<file path="config.mk">
export PLATFORM = sky130hd
export DESIGN_NAME = fetch_queue
export DESIGN_NICKNAME = d
export VERILOG_FILES = /design/src/rtl/fetch_queue.sv
export SDC_FILE = /design/constraint.sdc
export NUM_CORES = 1
export LEC_CHECK = 0
export ABC_AREA = 1
export CORE_MARGIN = 2
export CORE_UTILIZATION = 49
export CTS_CLUSTER_DIAMETER = 60
export DETAILED_ROUTE_END_ITERATION = 8
export PLACE_DENSITY = 0.71
export REMOVE_ABC_BUFFERS = 1
export SETUP_SLACK_MARGIN = 0.2
export SYNTH_ARGS = -nofsm -noshare
export SYNTH_HDL_FRONTEND = slang
export SYNTH_SLANG_ARGS = --single-unit
</file>
<file path="constraint.sdc">
create_clock -name clock -period 5.9 [get_ports clock]
set_clock_uncertainty 0.2 [all_clocks]
set_input_delay 1.77 -clock clock [delete_from_list [all_inputs] [get_ports clock]]
set_output_delay 1.77 -clock clock [all_outputs]
set_load 0.01 [all_outputs]
</file>
<file path="src/rtl/fetch_queue.sv">
// Instruction fetch queue: issues sequential fetches and buffers {instr, pc} for decode, with jump flush.
// Optional FETCH_QUEUE_STATS_EN adds a saturating flush_count output.
module fetch_queue #(
    parameter int unsigned DEPTH = 4
) (
    input  logic       clock,
    input  logic       reset_n,
    output logic [7:0] imem_addr,
    output logic       imem_rd,
    input  logic       imem_ack,
    input  logic [7:0] imem_data,
    output logic       out_valid,
    output logic [7:0] out_instr,
    output logic [7:0] out_pc,
    input  logic       out_ready,
    input  logic       jump,
    input  logic [7:0] jump_addr
`ifdef FETCH_QUEUE_STATS_EN
    ,
    output logic [7:0] flush_count
`endif
);

    localparam int unsigned PW = (DEPTH > 1) ? $clog2(DEPTH) : 1;
    localparam logic [PW:0] CNT_FULL = DEPTH[PW:0];
    localparam logic [PW:0] CNT_LAST = CNT_FULL - 1'b1;

    typedef enum logic [1:0] {
        RUN,
        FULL,
        DISCARD
    } state_t;

    state_t        r_state;
    state_t        w_state_nxt;
    logic          r_started;
    logic [7:0]    r_fetch_pc;
    logic [7:0]    r_hold_addr;
    logic [PW:0]   r_count;
    logic [PW-1:0] r_wr_ptr;
    logic [PW-1:0] r_rd_ptr;
    logic [7:0]    r_instr_mem [DEPTH];
    logic [7:0]    r_pc_mem    [DEPTH];

    logic w_full;
    logic w_pop;
    logic w_push;

    assign w_full    = (r_count == CNT_FULL);
    assign out_valid = (r_count != '0);
    assign out_instr = r_instr_mem[r_rd_ptr];
    assign out_pc    = r_pc_mem[r_rd_ptr];

    assign w_pop  = out_valid && out_ready && !jump;
    assign w_push = (r_state == RUN) && imem_rd && imem_ack && !jump && (!w_full || w_pop);

    always_ff @(posedge clock or negedge reset_n) begin
        if (!reset_n) begin
            r_state <= RUN;
        end else begin
            r_state <= w_state_nxt;
        end
    end

    always_comb begin
        w_state_nxt = r_state;
        case (r_state)
            RUN: begin
                // A request still in flight at jump time must be drained before refetching.
                if (jump) begin
                    w_state_nxt = (imem_rd && !imem_ack) ? DISCARD : RUN;
                end else if (w_push && !w_pop && (r_count == CNT_LAST)) begin
                    w_state_nxt = FULL;
                end
            end
            FULL: begin
                if (jump || !w_full) begin
                    w_state_nxt = RUN;
                end
            end
            DISCARD: begin
                if (imem_ack) begin
                    w_state_nxt = RUN;
                end
            end
            default: w_state_nxt = RUN;
        endcase
    end

    always_comb begin
        imem_rd   = r_started && (r_state != FULL);
        imem_addr = (r_state == DISCARD) ? r_hold_addr : r_fetch_pc;
    end

    always_ff @(posedge clock or negedge reset_n) begin
        if (!reset_n) begin
            r_started   <= 1'b0;
            r_fetch_pc  <= '0;
            r_hold_addr <= '0;
            r_count     <= '0;
            r_wr_ptr    <= '0;
            r_rd_ptr    <= '0;
            for (int unsigned i = 0; i < DEPTH; i++) begin
                r_instr_mem[i] <= '0;
                r_pc_mem[i]    <= '0;
            end
        end else begin
            r_started <= 1'b1;
            if (jump) begin
                r_count    <= '0;
                r_wr_ptr   <= '0;
                r_rd_ptr   <= '0;
                r_fetch_pc <= jump_addr;
                if (r_state == RUN) begin
                    r_hold_addr <= r_fetch_pc;
                end
            end else begin
                if (w_push) begin
                    r_instr_mem[r_wr_ptr] <= imem_data;
                    r_pc_mem[r_wr_ptr]    <= r_fetch_pc;
                    r_wr_ptr              <= r_wr_ptr + 1'b1;
                    r_fetch_pc            <= r_fetch_pc + 8'd1;
                end
                if (w_pop) begin
                    r_rd_ptr <= r_rd_ptr + 1'b1;
                end
                if (w_push && !w_pop) begin
                    r_count <= r_count + 1'b1;
                end else if (w_pop && !w_push) begin
                    r_count <= r_count - 1'b1;
                end
            end
        end
    end

`ifdef FETCH_QUEUE_STATS_EN
    logic [7:0] r_flush_count;

    always_ff @(posedge clock or negedge reset_n) begin
        if (!reset_n) begin
            r_flush_count <= '0;
        end else if (jump && (r_flush_count != 8'hFF)) begin
            r_flush_count <= r_flush_count + 8'd1;
        end
    end

    assign flush_count = r_flush_count;
`endif

endmodule

</file>
==> impl_metrics.env, run 1 <==
export IMPL_fin_tns_setup_ns=0
export IMPL_ys_seq_area_share_pct=52.4
export IMPL_hold_path_class="register to register"
export IMPL_cp_num_cells=4
export IMPL_dp_cells=613
export IMPL_internal_power_mw=1.20
export IMPL_dp_hpwl_microns=5650
export IMPL_clk_pin_slew_ns=0.08
export IMPL_diodes=0
export IMPL_start_util_pct=50.0
export IMPL_layout_cells_non_filler=629
export IMPL_crit_slowest_cell="dfrtp_1"
export IMPL_wl_microns=8950
export IMPL_vias_per_cell=5.24
export IMPL_drv_cap=0
export IMPL_first_pass_iters=4
export IMPL_drt_iter0_drc=176
export IMPL_cp_start_kind="register"
export IMPL_clkLatencyLatePin_ns=0.35
export IMPL_ant_nets=0
export IMPL_status="finished clean"
export IMPL_grt_pass1_vias=3285
export IMPL_worstMarginPinSlew_ns=1.04
export IMPL_seq_power_share_pct=45.4
export IMPL_drive_gt1_share_pct=12.1
export IMPL_cts_setup_buffers=0
export IMPL_dieArea_sq_um=9530
export IMPL_power_mw=1.76
export IMPL_wl_per_cell_microns=14.2
export IMPL_syn_area_sq_um=4300
export IMPL_grt_pass1_wl_microns=15900
export IMPL_leakagePower_nw=2.28
export IMPL_rows=34
export IMPL_gp_congestion=0.784
export IMPL_fp_dieH_microns=97.6
export IMPL_finish_instance_area_sq_um=4950
export IMPL_fin_crit_sh_pct=75.3
export IMPL_crit_buf_inv=2
export IMPL_layout_min_cycle_time_ns=4.44
export IMPL_path_cells="inv_1 > o21ai_0 > o22ai_1 > clkdlybuf4s50_1"
export IMPL_slew_viol_final=0
export IMPL_holdBufCountCts=0
export IMPL_ios=47
export IMPL_cts_path_max_buffers=2
export IMPL_r2r_slack_ns=3.67
export IMPL_synth_cell_type_count=30
export IMPL_power_frac_clock_pct=24.3
export IMPL_swShare_pct=31.8
export IMPL_cp_end_kind="output port"
export IMPL_powerDensity_nw_per_um2=355
export IMPL_p_switching_uw=558
export IMPL_vias=3297
export IMPL_area_growth_pct=15.3
export IMPL_arrival_ns=2.47
export IMPL_ir_worst_vdd_v=0.000158
export IMPL_cp_max_fo=18
export IMPL_slowest_delay_ns=0.61
export IMPL_grt_max_degree=50
export IMPL_synth_cells=483
export IMPL_r2r_start="r_count[2]$_DFFE_PN0P_"
export IMPL_core_sq_um=8590
export IMPL_rsz0062_at_grt="no"
export IMPL_setup_violations=0
export IMPL_finalNetCount=543
export IMPL_cp_top_family="buffers and inverters"
export IMPL_cts_tree="done"
export IMPL_cts_root_buf="clkbuf_8"
export IMPL_drc_errors=0
export IMPL_place_area_sq_um=4750
export IMPL_h_tree_depth=3
export IMPL_antenna_found_initial=0
export IMPL_cts_buffers=9
export IMPL_fmax_mhz=225
export IMPL_power_frac_comb_pct=30.3
export IMPL_io_buffers=46
export IMPL_grt_overflow=0
export IMPL_r2r_cells=12
export IMPL_required_ns=3.93
export IMPL_grt_usage_pct=20.4
export IMPL_cp_startpoint="r_rd_ptr[1]$_DFFE_PN0P_"
export IMPL_setup_worst_path_class="register to output port"
export IMPL_final_hold_viol_count=0
export IMPL_cts_sinks=90
export IMPL_avgSynthCellArea_sq_um=8.89
export IMPL_fill_cells=767
export IMPL_final_util_pct=57.6
export IMPL_slew_headroom_pct=30.7
export IMPL_die_w_microns=97.6
export IMPL_ys_warn_count=0
export IMPL_cp_endpoint="out_pc[6]"
export IMPL_synth_seq_cells=90
export IMPL_r2r_end="r_count[2]$_DFFE_PN0P_"
export IMPL_cts_resized=0
[routing by layer]
| metal | part of all wire [%] | up-vias | track usage, % |
|---|---|---|---|
| met3 | 3.6 | 6 | 5.40 |
| met1 | 48 | 1579 | 27.0 |
| met5 | 0 | - | 0 |
| met2 | 48 | 52 | 34.3 |
| met4 | 0.70 | 0 | 3.53 |
| li1 | - | 1660 | - |
[kinds of logic (layout without fill, tap and decap cells)]
group / Yosys count / count (layout) / synth area share, %
adder cells (fa/ha/maj): 6 / 6 / 1.92
XOR/XNOR: 7 / 7 / 1.43
AND/OR/NAND/NOR: 176 / 176 / 16.9
buffers and inverters: 57 / 95 / 6.38
flip-flops: 90 / 90 / 52.4
other: 1 / 1 / 0.0873
AO/OA/AOI/OAI: 146 / 146 / 20.8
[worst min-delay path by stage]
stage                                      from                           to  slack (ns)  cells after the start
global placement       r_pc_mem[22]$_DFFE_PN0P_     r_pc_mem[22]$_DFFE_PN0P_        0.26                      2
detailed placement     r_pc_mem[22]$_DFFE_PN0P_     r_pc_mem[22]$_DFFE_PN0P_        0.26                      2
global route           r_pc_mem[21]$_DFFE_PN0P_     r_pc_mem[21]$_DFFE_PN0P_        0.30                      2
floorplan           r_instr_mem[10]$_DFFE_PN0P_  r_instr_mem[10]$_DFFE_PN0P_        0.25                      2
finish                 r_pc_mem[19]$_DFFE_PN0P_     r_pc_mem[19]$_DFFE_PN0P_        0.28                      2
CTS                    r_pc_mem[19]$_DFFE_PN0P_     r_pc_mem[19]$_DFFE_PN0P_        0.28                      2
[stage by stage]
stage	hold slack (ns)	worst slack (ns)
global placement	0.259	1.63
CTS	0.284	1.42
global route	0.298	1.25
finish	0.278	1.46
detailed placement	0.263	1.54
floorplan	0.248	2.36
[cell usage in the layout, fill, tap and decap left out, types with 2 or more instances in the layout]
| cell type | Yosys | layout |
|---|---|---|
| nand2_4 | 3 | 3 |
| xor2_1 | 6 | 6 |
| o21ai_2 | 32 | 32 |
| dfrtp_1 | 90 | 90 |
| a21oi_1 | 11 | 11 |
| nand2_2 | 6 | 6 |
| nor2_1 | 48 | 48 |
| inv_1 | 28 | 28 |
| buf_4 | 0 | 3 |
| clkdlybuf4s50_1 | 0 | 45 |
| o21ai_1 | 2 | 2 |
| clkinvlp_4 | 0 | 2 |
| ha_1 | 5 | 5 |
| o21ai_0 | 76 | 76 |
| clkbuf_8 | 0 | 11 |
| o22ai_1 | 16 | 16 |
| nand2_1 | 103 | 103 |
| nand3_1 | 10 | 10 |
| o211ai_1 | 7 | 7 |
| nor3_1 | 3 | 3 |
[worst min-delay path, stage by stage (launching register included)]
cell and delay [ns]:
dfrtp_1 0.34, nand2_1 0.06, o21ai_2 0.05
[synth_stat cells]
| library cell | n | share of area, % |
|---|---|---|
| xor2_1 | 6 | 1.2 |
| nand2_1 | 103 | 9.0 |
| nand3_1 | 10 | 1.2 |
| nor3_1 | 3 | 0.35 |
| conb_1 | 1 | 0.087 |
| ha_1 | 5 | 1.5 |
| clkbuf_1 | 15 | 1.3 |
| or2_2 | 1 | 0.15 |
| inv_4 | 1 | 0.15 |
| inv_2 | 1 | 0.087 |
| buf_6 | 7 | 1.8 |
| nand2_4 | 3 | 0.79 |
| nor2_4 | 1 | 0.26 |
| nand4_1 | 1 | 0.15 |
| buf_2 | 4 | 0.47 |
| o21ai_2 | 32 | 6.5 |
| fa_1 | 1 | 0.47 |
| nand2_2 | 6 | 0.87 |
| o211ai_1 | 7 | 1.2 |
| o21ai_1 | 2 | 0.23 |
| o21ai_0 | 76 | 8.9 |
| o32ai_1 | 1 | 0.20 |
| o22ai_1 | 16 | 2.3 |
| a21boi_0 | 1 | 0.17 |
| nor2_1 | 48 | 4.2 |
| xnor2_1 | 1 | 0.20 |
| dfrtp_1 | 90 | 52 |
| a21oi_1 | 11 | 1.3 |
| clkinv_1 | 1 | 0.087 |
| inv_1 | 28 | 2.4 |
[cell type report]
type                    count  area [sq um]  area share, %
flip-flops and latches     90          2250           45.5
well taps                 108           135           2.73
repair buffers             48           473           9.55
multi-input cells         336          1770           35.7
clock buffers              12           155           3.13
clock inverters             4          50.0           1.01
inverters                  31           119           2.40
[power groups by stage]
stage                     clock network, mW  registers (mW)  logic [mW]
after detailed placement                  0           0.809       0.536
after global routing                  0.466           0.815       0.598
after global placement                    0           0.805       0.525
after floorplan                           0           0.800       0.313
final                                 0.426           0.798       0.532
after CTS                             0.439           0.797       0.540
[registers in the layout, indices dropped and copies added, names as in the netlist]
signal and flops:
r_hold_addr 8, r_pc_mem 32, r_state 2, r_wr_ptr 2
r_instr_mem 32, r_count 3, r_fetch_pc 8, r_started 1
r_rd_ptr 2
No activity file was read; power rests on OpenSTA's default activity.
==> run 2, diff against run 1 <==
==> constraint.sdc (replaced) <==
create_clock -name clock -period 4.2 [get_ports clock]
set_clock_uncertainty 0.2 [all_clocks]
set_input_delay 1.26 -clock clock [delete_from_list [all_inputs] [get_ports clock]]
set_output_delay 1.26 -clock clock [all_outputs]
set_load 0.01 [all_outputs]
==> run 2 against run 1 <==
Compared with the run above: critical path depth increased by 1; cell count increased by 0.48%; utilization rose by 0.31 points.
==> impl_metrics.env, run 2 (synthesis gave the netlist of run 1 again) <==
export IMPL_cp_endpoint="out_pc[6]"
export IMPL_r2r_start="r_count[2]$_DFFE_PN0P_"
export IMPL_crit_slowest_cell="clkdlybuf4s50_1"
export IMPL_layout_commonest_cell="nand2_1"
export IMPL_start_util_pct=50.0
export IMPL_ant_nets=0
export IMPL_cts_path_max_buffers=2
export IMPL_diodes=0
export IMPL_hold_path_class="register to register"
export IMPL_cts_resized=0
export IMPL_cp_end_kind="output port"
export IMPL_cts_sinks=90
export IMPL_rsz0062_at_grt="no"
export IMPL_dieArea_sq_um=9530
export IMPL_setup_violations=0
export IMPL_r2r_slack_ns=1.97
export IMPL_path_cells="inv_1 > buf_12 > o21ai_0 > o22ai_1 > clkdlybuf4s50_1"
export IMPL_drv_cap=0
export IMPL_vias=3418
export IMPL_grt_use_met1_pct=28.2
export IMPL_antenna_found_initial=0
export IMPL_grt_max_degree=49
export IMPL_finalNetCount=546
export IMPL_cp_start_kind="register"
export IMPL_slew_headroom_pct=60.0
export IMPL_leakagePower_nw=2.29
export IMPL_powerDensity_nw_per_um2=491
export IMPL_grt_overflow=0
export IMPL_worstMarginPinSlew_ns=0.600
export IMPL_area_growth_pct=15.9
export IMPL_crit_buf_inv=3
export IMPL_layout_min_cycle_time_ns=3.64
export IMPL_cp_top_family="buffers and inverters"
export IMPL_rows=34
export IMPL_fmax_mhz=275
export IMPL_clk_pin_slew_ns=0.09
export IMPL_cp_num_cells=5
export IMPL_place_area_sq_um=4800
export IMPL_layout_common_cells="nand2_1 (103), dfrtp_1 (90), o21ai_0 (76)"
export IMPL_dp_hpwl_microns=5920
export IMPL_status="finished clean"
export IMPL_first_pass_iters=5
export IMPL_r2r_cells=12
export IMPL_slowest_delay_ns=0.58
export IMPL_ios=47
export IMPL_wl_microns=9150
export IMPL_h_tree_depth=3
export IMPL_wl_per_cell_microns=14.5
export IMPL_final_util_pct=57.9
export IMPL_io_buffers=46
export IMPL_slew_viol_final=0
export IMPL_cts_tree="done"
export IMPL_vias_per_cell=5.41
export IMPL_busiest_layer="met2"
export IMPL_die_w_microns=97.6
export IMPL_cts_setup_buffers=0
export IMPL_drt_iter0_drc=211
export IMPL_cp_startpoint="r_rd_ptr[0]$_DFFE_PN0P_"
export IMPL_cts_buffers=9
export IMPL_setup_worst_path_class="register to output port"
export IMPL_r2r_end="r_count[2]$_DFFE_PN0P_"
export IMPL_cts_root_buf="clkbuf_8"
export IMPL_final_hold_viol_count=0
export IMPL_fin_tns_setup_ns=0
export IMPL_grtUsageMet2_pct=33.4
export IMPL_finish_instance_area_sq_um=4980
export IMPL_fin_crit_sh_pct=86.7
export IMPL_grt_pass1_vias=3281
export IMPL_required_ns=2.74
export IMPL_core_sq_um=8590
export IMPL_ir_worst_vdd_v=0.000208
export IMPL_gp_congestion=0.770
export IMPL_use_met3_pct=4.75
export IMPL_arrival_ns=2.18
export IMPL_grt_usage_pct=20.6
export IMPL_drc_errors=0
export IMPL_clkLatencyLatePin_ns=0.36
export IMPL_fp_dieH_microns=97.6
export IMPL_drive_gt1_share_pct=12.8
export IMPL_cp_max_fo=23
export IMPL_top_regs="r_instr_mem: 32 flops, r_pc_mem: 32 flops"
export IMPL_holdBufCountCts=0
export IMPL_grt_pass1_wl_microns=15800
run 2: cell types whose count changed in the layout (fill, tap and decap cells not counted), sizes merged:
| cell | delta |
|---|---|
| inv | +4 |
| buf | +3 |
| clkbuf | -3 |
| bufinv | -1 |
| clkinv | -1 |
| clkinvlp | +1 |
run 2: layout make-up:
class	count	area, sq um
Inverter	31	119
Timing Repair Buffer	51	520
Clock buffer	9	124
Clock inverter	7	60.1
Multi-Input combinational cell	336	1770
Fill cell	766	3610
Tap cell	108	135
Sequential cell	90	2250
run 2: power by group:
part | internal (mW) | switching (mW)
clock network | 0.225 | 0.336
logic | 0.359 | 0.407
registers | 1.03 | 0.0917
run 2: routing by layer:
metal,share of wire (%),vias up
met2,48,91
li1,-,1674
met1,46,1644
met4,1.1,0
met5,0,-
met3,5.2,9
run 2: worst register-to-register path, delay by kind of cell (launching register included):
kind	cells	cell delay, ns
xor+xnor	1	0.19
fa+ha+maj	1	0.39
buf+inv	3	0.24
flops	1	0.43
simple gates	7	0.68
run 2: worst min-delay path by stage:
| stage | end | slack [ns] | cells after the start | from |
|---|---|---|---|---|
| 2_1_floorplan | r_instr_mem[10]$_DFFE_PN0P_ | 0.25 | 2 | r_instr_mem[10]$_DFFE_PN0P_ |
| 3_3_place_gp | r_pc_mem[19]$_DFFE_PN0P_ | 0.26 | 2 | r_pc_mem[19]$_DFFE_PN0P_ |
| 3_5_place_dp | r_pc_mem[18]$_DFFE_PN0P_ | 0.26 | 2 | r_pc_mem[18]$_DFFE_PN0P_ |
| 4_1_cts | r_instr_mem[17]$_DFFE_PN0P_ | 0.29 | 2 | r_instr_mem[17]$_DFFE_PN0P_ |
| 5_1_grt | r_instr_mem[10]$_DFFE_PN0P_ | 0.31 | 2 | r_instr_mem[10]$_DFFE_PN0P_ |
| 6_report | r_instr_mem[17]$_DFFE_PN0P_ | 0.28 | 2 | r_instr_mem[17]$_DFFE_PN0P_ |
run 2: through the flow:
| step | setup slack, ns | total power [mW] | hold slack, ns | std cells |
|---|---|---|---|---|
| after floorplan | 1.17 | 1.56 | 0.248 | 457 |
| after detailed placement | 0.746 | 1.91 | 0.264 | 616 |
| final | 0.558 | 2.45 | 0.284 | 632 |
| after CTS | 0.515 | 2.47 | 0.287 | 632 |
| after global routing | 0.422 | 2.61 | 0.311 | 632 |
| after global placement | 0.805 | 1.88 | 0.258 | 616 |
